### config.mk
export PLATFORM = sky130hd
export DESIGN_NAME = alien_sprite_engine
export DESIGN_NICKNAME = d
export VERILOG_FILES = /design/src/rtl/sprite_pkg.sv /design/src/rtl/sprite_scan.sv /design/src/rtl/alien_sprite_engine.sv
export SDC_FILE = /design/constraint.sdc
export NUM_CORES = 1
export LEC_CHECK = 0
export BUFFER_PORTS_ARGS = -buffer_cell sky130_fd_sc_hd__buf_2
export CORE_UTILIZATION = 40
export DETAILED_ROUTE_END_ITERATION = 7
export PLACE_DENSITY = 0.68
export SLEW_MARGIN = 15
export SYNTH_ARGS = -nofsm -noshare
export SYNTH_HDL_FRONTEND = slang
export SYNTH_SLANG_ARGS = --single-unit
### constraint.sdc
create_clock -name clk -period 2.5 [get_ports clk]
set_clock_uncertainty 0.15 [all_clocks]
set_input_delay 0.125 -clock clk [delete_from_list [all_inputs] [get_ports clk]]
set_output_delay 0.125 -clock clk [all_outputs]
set_load 0.005 [all_outputs]
### src/rtl/sprite_pkg.sv
// sprite_pkg: shared widths, colours and enums for the sprite engines.
package sprite_pkg;
    localparam int X_W   = 9;
    localparam int Y_W   = 8;
    localparam int COL_W = 3;
    localparam int SUM_W = 10;
    localparam logic [COL_W-1:0] COL_BLACK = 3'b000;
    typedef enum logic [1:0] {IDLE, DRAW, ERASE} state_t;
    typedef enum logic {RIGHT, LEFT} dir_t;
endpackage

### src/rtl/sprite_scan.sv
// sprite_scan: latches a base position and raster-scans a W x H box, one pixel per clk.
module sprite_scan
    import sprite_pkg::*;
#(
    parameter int W = 10,
    parameter int H = 4
) (
    input  logic           clk,
    input  logic           reset,
    input  logic           start,
    input  logic [X_W-1:0] base_x,
    input  logic [Y_W-1:0] base_y,
    output logic [X_W-1:0] x,
    output logic [Y_W-1:0] y,
    output logic           plot,
    output logic           last
);
    localparam int CW = (W > 1) ? $clog2(W) : 1;
    localparam int RW = (H > 1) ? $clog2(H) : 1;

    logic           active_q, active_d;
    logic [X_W-1:0] bx_q, bx_d;
    logic [Y_W-1:0] by_q, by_d;
    logic [CW-1:0]  col_q, col_d;
    logic [RW-1:0]  row_q, row_d;

    logic col_end, row_end;
    assign col_end = col_q == CW'(W - 1);
    assign row_end = row_q == RW'(H - 1);
    assign x       = bx_q + X_W'(col_q);
    assign y       = by_q + Y_W'(row_q);
    assign plot    = active_q;
    assign last    = active_q && col_end && row_end;

    always_comb begin
        active_d = active_q;
        bx_d     = bx_q;
        by_d     = by_q;
        col_d    = col_q;
        row_d    = row_q;
        if (start) begin
            active_d = 1'b1;
            bx_d     = base_x;
            by_d     = base_y;
            col_d    = '0;
            row_d    = '0;
        end else if (active_q) begin
            col_d    = col_end ? '0 : col_q + 1'b1;
            row_d    = !col_end ? row_q : (row_end ? '0 : row_q + 1'b1);
            active_d = !last;
        end
    end

    always_ff @(posedge clk) begin
        if (!reset) begin
            active_q <= 1'b0;
            bx_q     <= '0;
            by_q     <= '0;
            col_q    <= '0;
            row_q    <= '0;
        end else begin
            active_q <= active_d;
            bx_q     <= bx_d;
            by_q     <= by_d;
            col_q    <= col_d;
            row_q    <= row_d;
        end
    end
endmodule

### src/rtl/alien_sprite_engine.sv
// alien_sprite_engine: alien position, bounce motion, bullet collision and draw/erase
// raster passes feeding the VGA plot mux.
module alien_sprite_engine
    import sprite_pkg::*;
#(
    parameter int               SPR_W   = 10,
    parameter int               SPR_H   = 4,
    parameter int               START_X = 160,
    parameter int               START_Y = 0,
    parameter int               X_MIN   = 0,
    parameter int               X_MAX   = 309,
    parameter int               Y_MAX   = 230,
    parameter int               STEP_X  = 1,
    parameter int               STEP_Y  = 1,
    parameter logic [COL_W-1:0] COLOUR  = 3'b101,
    parameter int               BUL_W   = 2,
    parameter int               BUL_H   = 3
) (
    input  logic             clk,
    input  logic             reset,
    input  logic             move_en,
    input  logic             draw_req,
    input  logic             erase_req,
    input  logic             respawn,
    input  logic             bullet_valid,
    input  logic [X_W-1:0]   bullet_x,
    input  logic [Y_W-1:0]   bullet_y,
    output logic [X_W-1:0]   x,
    output logic [Y_W-1:0]   y,
    output logic [COL_W-1:0] colour,
    output logic             plot,
    output logic             busy,
    output logic             done,
    output logic             hit,
    output logic             alive,
    output logic             landed
);
    state_t         state_q, state_d;
    dir_t           dir_q, dir_d;
    logic [X_W-1:0] pos_x_q, pos_x_d;
    logic [Y_W-1:0] pos_y_q, pos_y_d;
    logic           alive_q, alive_d;
    logic           pend_q, pend_d;
    logic           done_q, done_d;
    logic           hit_q, hit_d;
    logic           landed_q, landed_d;
    logic           start, last;

    sprite_scan #(.W(SPR_W), .H(SPR_H)) u_scan (
        .clk    (clk),
        .reset  (reset),
        .start  (start),
        .base_x (pos_x_q),
        .base_y (pos_y_q),
        .x      (x),
        .y      (y),
        .plot   (plot),
        .last   (last)
    );

    // Motion and overlap arithmetic is widened so edge sums never wrap.
    logic [SUM_W-1:0] px, py, bx, by, x_next;
    logic [Y_W:0]     y_sum;
    logic [Y_W-1:0]   y_inc;
    logic             overlap;
    assign px      = SUM_W'(pos_x_q);
    assign py      = SUM_W'(pos_y_q);
    assign bx      = SUM_W'(bullet_x);
    assign by      = SUM_W'(bullet_y);
    assign x_next  = px + SUM_W'(STEP_X);
    assign y_sum   = (Y_W+1)'(pos_y_q) + (Y_W+1)'(STEP_Y);
    assign y_inc   = y_sum[Y_W] ? '1 : y_sum[Y_W-1:0];
    assign overlap = bx <= px + SUM_W'(SPR_W - 1) && bx + SUM_W'(BUL_W - 1) >= px &&
                     by <= py + SUM_W'(SPR_H - 1) && by + SUM_W'(BUL_H - 1) >= py;

    always_comb begin
        state_d = state_q;
        dir_d   = dir_q;
        pos_x_d = pos_x_q;
        pos_y_d = pos_y_q;
        alive_d = alive_q;
        pend_d  = pend_q;
        done_d  = 1'b0;
        start   = 1'b0;
        if (state_q == IDLE) begin
            start   = erase_req || (draw_req && alive_q);
            state_d = erase_req ? ERASE : (start ? DRAW : IDLE);
            done_d  = draw_req && !erase_req && !alive_q;
            pend_d  = 1'b0;
            if ((move_en || pend_q) && alive_q) begin
                if (dir_q == RIGHT) begin
                    if (x_next > SUM_W'(X_MAX)) begin
                        pos_y_d = y_inc;
                        dir_d   = LEFT;
                    end else begin
                        pos_x_d = pos_x_q + X_W'(STEP_X);
                    end
                end else begin
                    if (px < SUM_W'(X_MIN + STEP_X)) begin
                        pos_y_d = y_inc;
                        dir_d   = RIGHT;
                    end else begin
                        pos_x_d = pos_x_q - X_W'(STEP_X);
                    end
                end
            end
        end else begin
            pend_d  = pend_q || move_en;
            state_d = last ? IDLE : state_q;
            done_d  = last;
        end
        hit_d = alive_q && bullet_valid && overlap && !respawn;
        if (alive_q && bullet_valid && overlap) alive_d = 1'b0;
        if (respawn) begin
            pos_x_d = X_W'(START_X);
            pos_y_d = Y_W'(START_Y);
            dir_d   = RIGHT;
            alive_d = 1'b1;
        end
        landed_d = pos_y_d >= Y_W'(Y_MAX);
    end

    always_ff @(posedge clk) begin
        if (!reset) begin
            state_q  <= IDLE;
            dir_q    <= RIGHT;
            pos_x_q  <= X_W'(START_X);
            pos_y_q  <= Y_W'(START_Y);
            alive_q  <= 1'b1;
            pend_q   <= 1'b0;
            done_q   <= 1'b0;
            hit_q    <= 1'b0;
            landed_q <= 1'b0;
        end else begin
            state_q  <= state_d;
            dir_q    <= dir_d;
            pos_x_q  <= pos_x_d;
            pos_y_q  <= pos_y_d;
            alive_q  <= alive_d;
            pend_q   <= pend_d;
            done_q   <= done_d;
            hit_q    <= hit_d;
            landed_q <= landed_d;
        end
    end

    assign colour = (state_q == DRAW) ? COLOUR : COL_BLACK;
    assign busy   = state_q != IDLE;
    assign done   = done_q;
    assign hit    = hit_q;
    assign alive  = alive_q;
    assign landed = landed_q;
endmodule
Word level (Yosys, flattened, before mapping)
Index checks and enable logic that the tools add are counted.

operators by class
  multiplexer cells = 24
  magnitude comparators = 7
  add/sub/neg operators = 12
  equality and inequality tests = 5
  bitwise operators = 1
  reduce and logical (&&, ||, !) cells = 27

operators by type and width
  operator                                                         count
  two-way mux 8 bit                                                7
  two-way mux 9 bit                                                3
  adder 9 x 1 -> 10 bit (second input constant)                    2
  adder 8 x 2 -> 9 bit (second input constant)                     2
  logical AND 1 bit                                                12
  adder 9 x 4 -> 10 bit (second input constant)                    1
  greater-or-equal comparator 10 x 9 -> 1 bit                      1
  greater-than comparator 10 x 9 -> 1 bit (second input constant)  1
  <= comparator 9 x 10 -> 1 bit                                    1
  adder 8 x 1 -> 9 bit (second input constant)                     1
  adder 9 x 1 -> 9 bit (second input constant)                     1
  adder 9 x 4 -> 9 bit                                             1
  greater-or-equal comparator 9 x 8 -> 1 bit                       1
  <= comparator 8 x 9 -> 1 bit                                     1
  less-than comparator 9 x 1 -> 1 bit (second input constant)      1
  subtractor 9 x 1 -> 9 bit (second input constant)                1
  adder 8 x 2 -> 8 bit                                             1
  greater-or-equal comparator 8 bit (second input constant)        1
  two-way mux 1 bit                                                8
  two-way mux 2 bit                                                4
  OR reduction 2 bit                                               3
  adder 4 x 1 -> 4 bit (second input constant)                     1
  == test 4 bit (second input constant)                            1
  zero test 1 bit                                                  4
  12 further kinds                                                 16

word-level totals
  register bits = 49
  input bits = 24
  word-level logic and storage cells = 90

Depth between registers and ports, before layout
Gate-level depths: netlist of the first run.

  word-level depth = 8
  gate-level depth with buffers = 13
  mapped depth without buffers = 12

Cells and area by module
A second synthesis of the first run with hierarchy kept.

unflattened totals
  cell total of the unflattened synthesis = 493
  area total of the unflattened synthesis = 4,126.5 µm²

modules (own cells, without submodules)
  module               instances  cells an instance  area an instance (µm²)  sequential area each (µm²)
  alien_sprite_engine  1          347                2,780.2                 500.5
  sprite_scan          1          146                1,346.3                 480.5

Least setup slack after synthesis of the first run
OpenSTA, ideal clock, no wires.

  path type = reg2reg
  start = reg pos_x_q[1]
  end = reg landed_q (netlist: landed)
  stages on the path, launching flop included = 10
  setup slack = -0.240 ns
  library setup time = 0.103 ns
  buffers on the path = 1
  data required time = 2.247 ns
  arrival time = 2.487 ns
  cell sequence = dfxtp_1 ha_1 buf_2 nand3_1 or3_2 a21oi_4 a31o_2 mux2i_1 a21oi_2 a2111oi_2

on the way
  word-level cells in the longest chain between the ends = 8
  elaborated cells on any way between the ends = 10

RTL lines
  element                                  RTL line                    RTL
  start: declaration                       alien_sprite_engine.sv:40   logic [X_W-1:0] pos_x_q, pos_x_d;
  start signal: assignment                 alien_sprite_engine.sv:127  pos_x_q <= X_W'(START_X);
  start signal: assignment                 alien_sprite_engine.sv:137  pos_x_q <= pos_x_d;
  adder 9 x 1 -> 10 bit                    alien_sprite_engine.sv:70   assign x_next = px + SUM_W'(STEP_X);
  greater-than comparator 10 x 9 -> 1 bit  alien_sprite_engine.sv:92   if (x_next > SUM_W'(X_MAX)) begin
  two-way mux 8 bit                        alien_sprite_engine.sv:92
  two-way mux 8 bit *                      alien_sprite_engine.sv:91   if (dir_q == RIGHT) begin
  two-way mux 8 bit *                      alien_sprite_engine.sv:90   if ((move_en || pend_q) && alive_q) begin
  two-way mux 8 bit *                      alien_sprite_engine.sv:85   if (state_q == IDLE) begin
  two-way mux 8 bit *                      alien_sprite_engine.sv:114  if (respawn) begin
  greater-or-equal comparator 8 bit *      alien_sprite_engine.sv:120  landed_d = pos_y_d >= Y_W'(Y_MAX);
  end signal: assignment                   alien_sprite_engine.sv:143  landed_q <= landed_d;
  end: declaration                         alien_sprite_engine.sv:46   logic landed_q, landed_d;

Every way passes the cells marked *; elsewhere a longest branch is shown, timed or not.
A chain may end at the register's enable or synchronous reset.

Worst setup path after layout of the first run
  start = reg pos_x_q[0]
  end = reg landed_q (netlist: landed)

Same word-level chain as after synthesis.

==> results.yml, run 1 <==
outcome:
  outcome: "finished, violations left"
  violations: "negative setup slack"
clock_network:
  clockRootBuffer: "clkbuf_8"
  clk_path_buf_depth: 2
  clkSlewWorstSetupHoldPaths_ns: 0.10
  clock_latency_ns: 0.31
  cts_num_sinks: 49
  htreeDepth: 2
  cts_made_buffers: 5
  cts_tree: "built"
floorplanning:
  die_x_um: 106
  die_y_um: 106
  ios: 50
  coreArea_mm2: 0.0104
  die_area_mm2: 0.0111
  rows: 37
  start_util_pct: 41.4
drt:
  postRouteAntennaNets: 0
  num_vias: 4133
  drtIter0Drc: 251
  drt-total-wl_um: 11300
  via_per_inst: 5.33
  route.detailed.drc: 0
  firstDrtPassIters: 4
  wl_per_cell_um: 14.6
finish:
  drive_above_1_share_pct: 30.2
  diodes: 0
  fin_nets: 713
  area_growth_pct: 27.4
  finalNonFillerCells: 776
  finish.utilization_pct: 52.7
  final_cell_area_mm2: 0.00547
timing:
  setup-tns-final_ns: -0.0667
  maxSlewViolCount: 0
  worst_pin_slew_ns: 0.773
  period_minus_slack_ns: 2.57
  fin_ws_ns: -0.0667
  fin_crit_sh_pct: 103
  hold_violations: 0
  worst_slew_margin_rel_pct: 48.4
  fmax_ghz: 0.390
  setup_viol: 1
  holdWs_ns: 0.0842
  rsz0062_at_grt: "true"
global_routing:
  grt_max_degree: 25
  grt_usage_pct: 19.8
  grt_pass1_wl_um: 18000
  grt_overflow: 0
  antenna_found_initial: 0
  grt_pass1_vias: 3754
yosys:
  synth.largest_area_cell: "dfxtp_1"
  synth_top_area_share_pct: 22.9
  syn-num-nets: 613
  ys.flop_type: "dfxtp_1"
  synthArstFlopShare_pct: 0
  synth_edf_count: 0
  ys_seq_elements: 49
  avgSynthCellArea_um2: 7.96
  synth_top_cells_by_count: "nand2_1, dfxtp_1, ha_1, nor2_1, xnor2_1"
  ys_types: 78
  seq_area_frac_synth_pct: 22.9
  netlist_area_mm2: 0.00429
  yosys_warnings: 0
  synth_area_leaders: "dfxtp_1, ha_1, xnor2_1"
  synthCells: 539
  yosysMostFrequentCell: "nand2_1"
power:
  peakVddDrop_mv: 0.251
  leakagePower_nw: 2.27
  p_per_area_mw_per_mm2: 320
  total_power_mw: 1.75
critical_path:
  max_stage_delay_ns: 0.51
  worstPathArrival_ns: 2.63
  crit_family: "simple AND/OR/NAND/NOR gates"
  critPathSlowestCell: "or4b_4"
  critPathLaunchType: "flip-flop"
  crit_buf_inv: 1
  critical_path_required_ns: 2.56
  path_cells: "buf_6 -> or4b_4 -> nor4_4 -> a21o_1 -> and2_4 -> a31o_4 -> mux2i_2 -> a21oi_2 -> a2111oi_4"
  end_kind: "flip-flop"
  cp_max_fo: 5
  path_class: "reg2reg"
flow_run:
  drv_cap: 0
place:
  placed_cell_area_mm2: 0.00500
  place_congestion: 0.892
  pre_cts_ws_ns: -0.0675
  hpwlAfterDp_um: 8640
  dp.cells: 756
  portBuffers: 48
min_path:
  hold_class: "in2reg"
path summary, 6_finish.rpt:
kind / start / to / slack [ns] / cells after the start
worst min-delay path: bullet_x[7] / alive / 0.08 / 4
worst max-delay path: pos_x_q[0] / landed / -0.07 / 9
worst max register to register: pos_x_q[0] / landed / -0.07 / 9
worst min register to register: u_scan.bx_q[0] / u_scan.bx_q[0] / 0.33 / 2
power by group:
group	switching (mW)	total (mW)	internal [mW]	leakage [nW]
Clock	0.294	0.621	0.327	0.0617
Sequential	0.0155	0.808	0.793	0.403
Combinational	0.176	0.318	0.142	1.80
layer usage:
| metal | part of all wire, % | GRT usage (%) | wire length, um | vias to the layer above |
|---|---|---|---|---|
| met5 | 0 | 0 | 0 | - |
| met4 | 1.8 | 4.96 | 208 | 0 |
| met3 | 5.4 | 2.23 | 612 | 19 |
| met2 | 44 | 31.1 | 4960 | 115 |
| met1 | 49 | 28.7 | 5570 | 1918 |
| li1 | - | - | - | 2081 |
state kept, by name, summed over array words and instances (netlist names):
register / count
pos_x_q: 9
u_scan.bx_q: 9
pos_y_q: 8
u_scan.by_q: 8
u_scan.col_q: 4
state_q: 2
u_scan.row_q: 2
alive: 1
dir_q: 1
done: 1
hit: 1
landed: 1
pend_q: 1
u_scan.plot: 1
final cells by class:
cell class | instances | area (um2)
fillers | 943 | 4900
multi-input cells | 433 | 3250
flip-flops and latches | 49 | 1000
repair buffers | 118 | 808
well taps | 136 | 170
inverters | 32 | 120
clock buffers | 6 | 82.6
clock inverters | 2 | 36.3
placed cells by master, fill, tap and decap left out, types with 16 or more instances in the layout:
master    instances
nand2_1          68
buf_4            58
buf_2            48
ha_1             45
nor2_1           41
dfxtp_1          37
xnor2_1          33
inv_1            28
nand3_1          22
a21boi_0         19
o21ai_0          16
worst reg2reg max path, delay by kind of cell, from the launching register on:
kind	cells	cell delay [ns]
AND/OR/NAND/NOR	3	0.88
AO/OA/AOI/OAI	4	0.69
flip-flops	1	0.38
multiplexers	1	0.25
buffers and inverters	1	0.13
logic make-up (layout without fill, tap and decap cells):
logic type,Yosys count,in the layout,synth area share [%]
AO/OA/AOI/OAI,116,116,19.8
XOR/XNOR,45,45,9.18
buffers and inverters,57,158,6.53
other,1,1,0.0874
adder cells (fa/ha/maj),50,50,14.9
flip-flops,49,49,22.9
multiplexers,9,9,2.13
AND/OR/NAND/NOR,212,212,24.5
repair_timing:
item,4_1_cts,5_1_grt
endpoints found under the setup margin,4,15
resized for setup,8,60
pin swaps,4,28
endpoints found under the hold margin,2,0
hold buffers,2,0
setup buffers,5,5
Power figures use the tool's default switching activity.
==> run 2: changes to the inputs <==
- CORE_UTILIZATION: 40 -> 51
- PLACE_DENSITY: 0.68 -> 0.82
==> run 2 against run 1 <==
  * Clock power decreased by 25%
  * Setup slack improved by 0.052 ns
  * Core utilization increased by 13 points
  * The run still ends with negative setup slack left
  * Global-route usage increased by 5.2 points
  * Final area decreased by 2.4%
  * First-iteration DRC count decreased by 27%
  * Routed wire length decreased by 3.5%
  * Register-to-register slack improved by 0.05 ns
==> results.yml, run 2 (synthesized netlist as in run 1, its figures left out) <==
outcome:
  outcome: "finished, violations left"
  violations: "negative setup slack"
drt:
  firstDrtPassIters: 4
  num_vias: 4161
  wl_per_cell_um: 14.7
  postRouteAntennaNets: 0
  drtIter0Drc: 184
  drt-total-wl_um: 10900
  route.detailed.drc: 0
  via_per_inst: 5.60
critical_path:
  timing.rr.start: "pos_x_q[1]"
  path_cells: "buf_6 -> or4b_4 -> nor4_4 -> a21o_1 -> and2_4 -> a31o_4 -> mux2i_1 -> a21oi_2 -> a2111oi_2"
  critPathSlowestCell: "or4b_4"
  reg2reg_slack_ns: -0.01
  critical_path_required_ns: 2.56
  crit_buf_inv: 1
  cp_max_fo: 4
  path_depth: 9
  reg2regPathDepth: 9
  worstPathArrival_ns: 2.57
  end_kind: "flip-flop"
  path_class: "reg2reg"
  critPathLaunchType: "flip-flop"
  startpoint: "pos_x_q[1]"
  crit_family: "simple AND/OR/NAND/NOR gates"
  max_stage_delay_ns: 0.55
min_path:
  hold_class: "in2reg"
  min-delay-start: "erase_req"
  worstHoldPathCells: 3
place:
  hpwlAfterDp_um: 8460
  place_congestion: 0.954
  dp.cells: 723
  portBuffers: 48
flow_run:
  drv_cap: 0
power:
  peakVddDrop_mv: 0.195
  p_per_area_mw_per_mm2: 298
  leakagePower_nw: 2.21
finish:
  fillers: 695
  area_growth_pct: 24.3
  drive_above_1_share_pct: 28.7
  largestRegisters: "pos_x_q: 9 flops, u_scan.bx_q: 9 flops"
  layout_common_cells: "nand2_1, buf_4, buf_2"
  finalNonFillerCells: 743
  fin_nets: 711
  diodes: 0
  layout_commonest_cell: "nand2_1"
timing:
  fmax_ghz: 0.398
  maxSlewViolCount: 0
  holdWs_ns: 0.0331
  fin_crit_sh_pct: 101
  setup_viol: 1
  period_minus_slack_ns: 2.51
  fin_ws_ns: -0.0142
  rsz0062_at_grt: "true"
  worst_slew_margin_rel_pct: 57.9
  worst_pin_slew_ns: 0.626
  hold_violations: 0
floorplanning:
  die_area_mm2: 0.00879
  ios: 50
  start_util_pct: 52.5
  die_x_um: 93.7
  rows: 33
  die_y_um: 93.7
  coreArea_mm2: 0.00818
clock_network:
  cts_made_buffers: 5
  clk_path_buf_depth: 2
  clockRootBuffer: "clkbuf_8"
  htreeDepth: 2
  clkSlewWorstSetupHoldPaths_ns: 0.09
  cts_tree: "built"
  clock_latency_ns: 0.30
  cts_num_sinks: 49
global_routing:
  grt_max_degree: 22
  grt_overflow: 0
  grt_pass1_wl_um: 17900
  grt_pass1_vias: 3899
  grt_usage_pct: 25.0
  antenna_found_initial: 0
[run 2: cell types whose count changed in the layout (fill, tap and decap cells not counted), moves of 3 or more]
cell     previous run  this run
buf_4              58        61
mux2i_1             5         8
dfxtp_2            10         7
buf_6              10         5
[run 2: per-stage QoR]
stage	cell area [um2]	util (%)	TNS (ns)	power, mW	worst slack (ns)
finish	5340	65.3	-0.0142	1.59	-0.0142
global route	5340	65.3	-0.325	1.68	-0.103
CTS	5080	62.2	-0.00875	1.58	-0.00875
detailed placement	4940	60.5	-0.242	1.11	-0.0715
global placement	4940	60.5	0	1.10	0.0126
floorplan	4320	-	0	1.01	0.0181
[run 2: worst paths after layout]
kind | endpoint
hold reg to reg | u_scan.bx_q[0]
setup reg to reg | landed
setup / recovery | landed
hold / removal | state_q[1]
[run 2: tightest hold or removal path: cells and delay by family]
| family | cells | cell delay, ns |
|---|---|---|
| buffers and inverters | 1 | 0.12 |
| and+or+nand+nor | 1 | 0.11 |
| AOI/OAI and AO/OA | 1 | 0.09 |
[run 2: layout make-up]
type	count	area [um2]	share of cell area, %
tap	105	131	2.46
clock inverter	2	13.8	0.258
clock buffer	6	72.6	1.36
multi-input combinational	433	3220	60.3
timing repair buffer	116	774	14.5
inverter	32	124	2.32
sequential	49	1000	18.8
[run 2: routing by layer]
metal  GRT usage [%]  share of wire (%)  wire length (um)
met5               0                  0                 0
met4            4.49                1.5               161
met3            2.91                4.7               513
met2            41.8                 47              5110
met1            34.7                 47              5160
[run 2: repair_timing]
| item | in CTS | in global routing |
|---|---|---|
| hold buffers | 2 | 0 |
| hold endpoints to repair | 3 | 0 |
| pin swaps | 0 | 17 |
| resized for setup | 7 | 46 |
| buffers inserted | 0 | 10 |
| setup endpoints to repair | 9 | 10 |
[run 2: report_power, final]
group	leakage, nW	internal [mW]	total, mW	switching (mW)
clock network	0.0417	0.198	0.466	0.267
registers	0.402	0.792	0.809	0.0165
logic	1.77	0.142	0.316	0.175
total	2.21	1.13	1.59	0.459
==> run 3: changes to the inputs <==
--- a/config.mk
+++ b/config.mk
@@ -7,2 +7,3 @@
 export LEC_CHECK = 0
+export ABC_AREA = 1
 export BUFFER_PORTS_ARGS = -buffer_cell sky130_fd_sc_hd__buf_2
@@ -11,3 +12,2 @@
 export PLACE_DENSITY = 0.82
-export SLEW_MARGIN = 15
 export SYNTH_ARGS = -nofsm -noshare
==> constraint.sdc (replaced) <==
create_clock -name clk -period 2.5 [get_ports clk]
set_clock_uncertainty 0.15 [all_clocks]
set_input_delay 0.25 -clock clk [delete_from_list [all_inputs] [get_ports clk]]
set_output_delay 0.25 -clock clk [all_outputs]
set_load 0.005 [all_outputs]
==> run 3 against run 2 <==
  * The flow now finishes without violations
  * Synthesized area is 1.7% lower
  * Flip-flop and latch count did not move
  * Via count is 5.0% higher
  * First-iteration DRC count increased by 110%
  * Clock-buffer cell count stayed put
  * Critical path depth is 6 higher
  * Cell count up 7.8%
  * Synthesized cell count increased by 18%
==> results.yml, run 3 <==
clock_network:
  cts_num_sinks: 49
  htreeDepth: 2
  clockRootBuffer: "clkbuf_8"
  clk_path_buf_depth: 2
  cts_made_buffers: 5
  clkSlewWorstSetupHoldPaths_ns: 0.09
  hold_buffers: 0
  clock_latency_ns: 0.31
  cts_tree: "built"
finish:
  area_growth_pct: 16.0
  fin_nets: 772
  largestRegisters: "pos_x_q: 9 flops, u_scan.bx_q: 9 flops"
  layout_common_cells: "nand2_1, inv_1, nor2_1"
  layout_commonest_cell: "nand2_1"
  finalNonFillerCells: 801
  drive_above_1_share_pct: 18.9
  diodes: 0
yosys:
  ys_seq_elements: 49
  yosys_warnings: 0
  syn-num-nets: 708
  ys_types: 41
  synth_top_area_share_pct: 23.3
  ys.flop_type: "dfxtp_1"
  synth_simple_gate_area_share_pct: 28.0
  synthArstFlopShare_pct: 0
  synth_top_cells_by_count: "nand2_1, inv_1, nor2_1, a21oi_1"
  yosys-mux-area-fraction_pct: 0
  synth_compound_area_share_pct: 15.1
  synth.largest_area_cell: "dfxtp_1"
  synth_top_family_by_area: "simple AND/OR/NAND/NOR gates"
  netlist_area_mm2: 0.00422
  synth_xor_area_share_pct: 8.10
  synthAdderAreaFrac_pct: 15.2
  synth_area_leaders: "dfxtp_1, ha_1, nand2_1"
  synth_edf_count: 0
  synthCells: 634
  avgSynthCellArea_um2: 6.65
  seq_area_frac_synth_pct: 23.3
  yosysMostFrequentCell: "nand2_1"
power:
  leakagePower_nw: 2.36
  p_per_area_mw_per_mm2: 379
  p_comb_share_pct: 27.1
  intPower_mw: 1.23
  swShare_pct: 33.7
  peakVddDrop_mv: 0.197
  clkPwrFrac_pct: 25.9
  pwr-share-seq_pct: 47.0
  p_sw_uw: 626
global_routing:
  grt_usage_pct: 24.8
  grt_overflow: 0
  use_met1_pct: 34.8
  met3_usage_pct: 2.96
  antenna_found_initial: 0
  grt_util_met2_pct: 40.5
  grt_pass1_vias: 3915
  grt_max_degree: 37
  grt_pass1_wl_um: 17500
  busiest_layer: "met2"
critical_path:
  path_class: "reg2reg"
  end_kind: "flip-flop"
  worstPathArrival_ns: 2.48
  cp_max_fo: 4
  critPathLaunchType: "flip-flop"
  reg2regPathDepth: 15
  critical_path_required_ns: 2.56
timing:
  holdWs_ns: 0.0717
  rsz0062_at_grt: "true"
  setup_viol: 0
  hold_violations: 0
  fin_crit_sh_pct: 96.7
  fmax_ghz: 0.414
  maxSlewViolCount: 0
  worst_pin_slew_ns: 0.558
  worst_slew_margin_rel_pct: 62.6
  period_minus_slack_ns: 2.42
outcome:
  outcome: "finished clean"
drt:
  route.detailed.drc: 0
  drt-total-wl_um: 10600
  drtIter0Drc: 394
  firstDrtPassIters: 5
  via_per_inst: 5.45
  num_vias: 4368
  postRouteAntennaNets: 0
  wl_per_cell_um: 13.3
min_path:
  hold_class: "in2reg"
  worstHoldPathCells: 3
floorplanning:
  start_util_pct: 53.7
  die_y_um: 92.9
  die_area_mm2: 0.00864
  die_x_um: 92.9
  rows: 32
  ios: 50
  coreArea_mm2: 0.00785
place:
  dp.cells: 790
  portBuffers: 48
  place_congestion: 0.908
  hpwlAfterDp_um: 8360
flow_run:
  drv_cap: 0
run 3: changes by cell type after synthesis, sizes merged, moves of 8 or more:
cell | before | now
a21o | 9 | 0
inv | 31 | 85
a21boi | 20 | 1
xnor2 | 35 | 10
nor2b | 13 | 0
nand3 | 25 | 50
nand2b | 8 | 0
a21oi | 21 | 58
nor3 | 14 | 6
xor2 | 10 | 29
mux2i | 8 | 0
o21ai | 23 | 39
nor2 | 47 | 75
nand2 | 73 | 122
run 3: final timing paths:
| path | from | endpoint | slack (ns) |
|---|---|---|---|
| worst max-delay path | pos_y_q[1] | alive | 0.08 |
| worst min-delay path | move_en | pend_q | 0.07 |
| worst max register to register | pos_y_q[1] | alive | 0.08 |
| worst min register to register | state_q[0] | state_q[0] | 0.35 |
run 3: power by group through the flow:
stage | clock network (mW) | logic (mW) | registers [mW]
floorplan | 0 | 0.330 | 0.873
global placement | 0 | 0.463 | 0.884
finish | 0.481 | 0.503 | 0.871
detailed placement | 0 | 0.487 | 0.886
global route | 0.514 | 0.571 | 0.878
CTS | 0.484 | 0.491 | 0.868
run 3: layout make-up:
class / count / area, um2
Clock inverter: 2 / 15.0
Inverter: 88 / 330
Timing Repair Buffer: 77 / 458
Tap cell: 102 / 128
Sequential cell: 49 / 1000
Fill cell: 689 / 2960
Multi-Input combinational cell: 477 / 2890
Clock buffer: 6 / 72.6
run 3: logic make-up (layout without fill, tap and decap cells):
kind of cell | Yosys count | in the layout
flops | 49 | 49
simple gates | 272 | 272
xor+xnor | 39 | 39
compound gates | 115 | 115
fa+ha+maj | 50 | 50
other cells | 1 | 1
buf+inv | 108 | 173
run 3: routing by layer:
layer,wire (um),vias to the layer above
met5,0,-
met1,4970,2005
met4,95,0
met2,4900,149
met3,668,12
li1,-,2202
run 3: through the flow:
step           utilization, %  power, mW  area [um2]  worst slack (ns)  TNS [ns]
4_1_cts                  60.9       1.84        4780           0.00408         0
3_5_place_dp             59.7       1.37        4680           -0.0441   -0.0441
5_1_grt                  62.3       1.96        4890           -0.0411   -0.0664
6_report                 62.3       1.85        4890            0.0816         0
3_3_place_gp             59.7       1.35        4680            0.0291         0
2_1_floorplan               -       1.20        4220            0.0203         0
run 3: worst max-delay path, cell delays in order, from the launching register on:
cell      delay (ns)
dfxtp_2         0.38
inv_2           0.06
ha_4            0.17
nor2_4          0.11
nand3_2         0.07
xor2_1          0.15
ha_1            0.32
nand2_2         0.06
inv_2           0.05
nand3_1         0.05
or3_1           0.30
nand2_1         0.06
o21bai_1        0.11
nand4_1         0.09
nor2_1          0.14
nor2_1          0.05
run 3: timing repair:
| item | CTS | global route |
|---|---|---|
| buffers inserted | 0 | 3 |
| setup endpoints to repair | 2 | 10 |
| gates resized for setup | 4 | 34 |
| pin swaps | 1 | 10 |
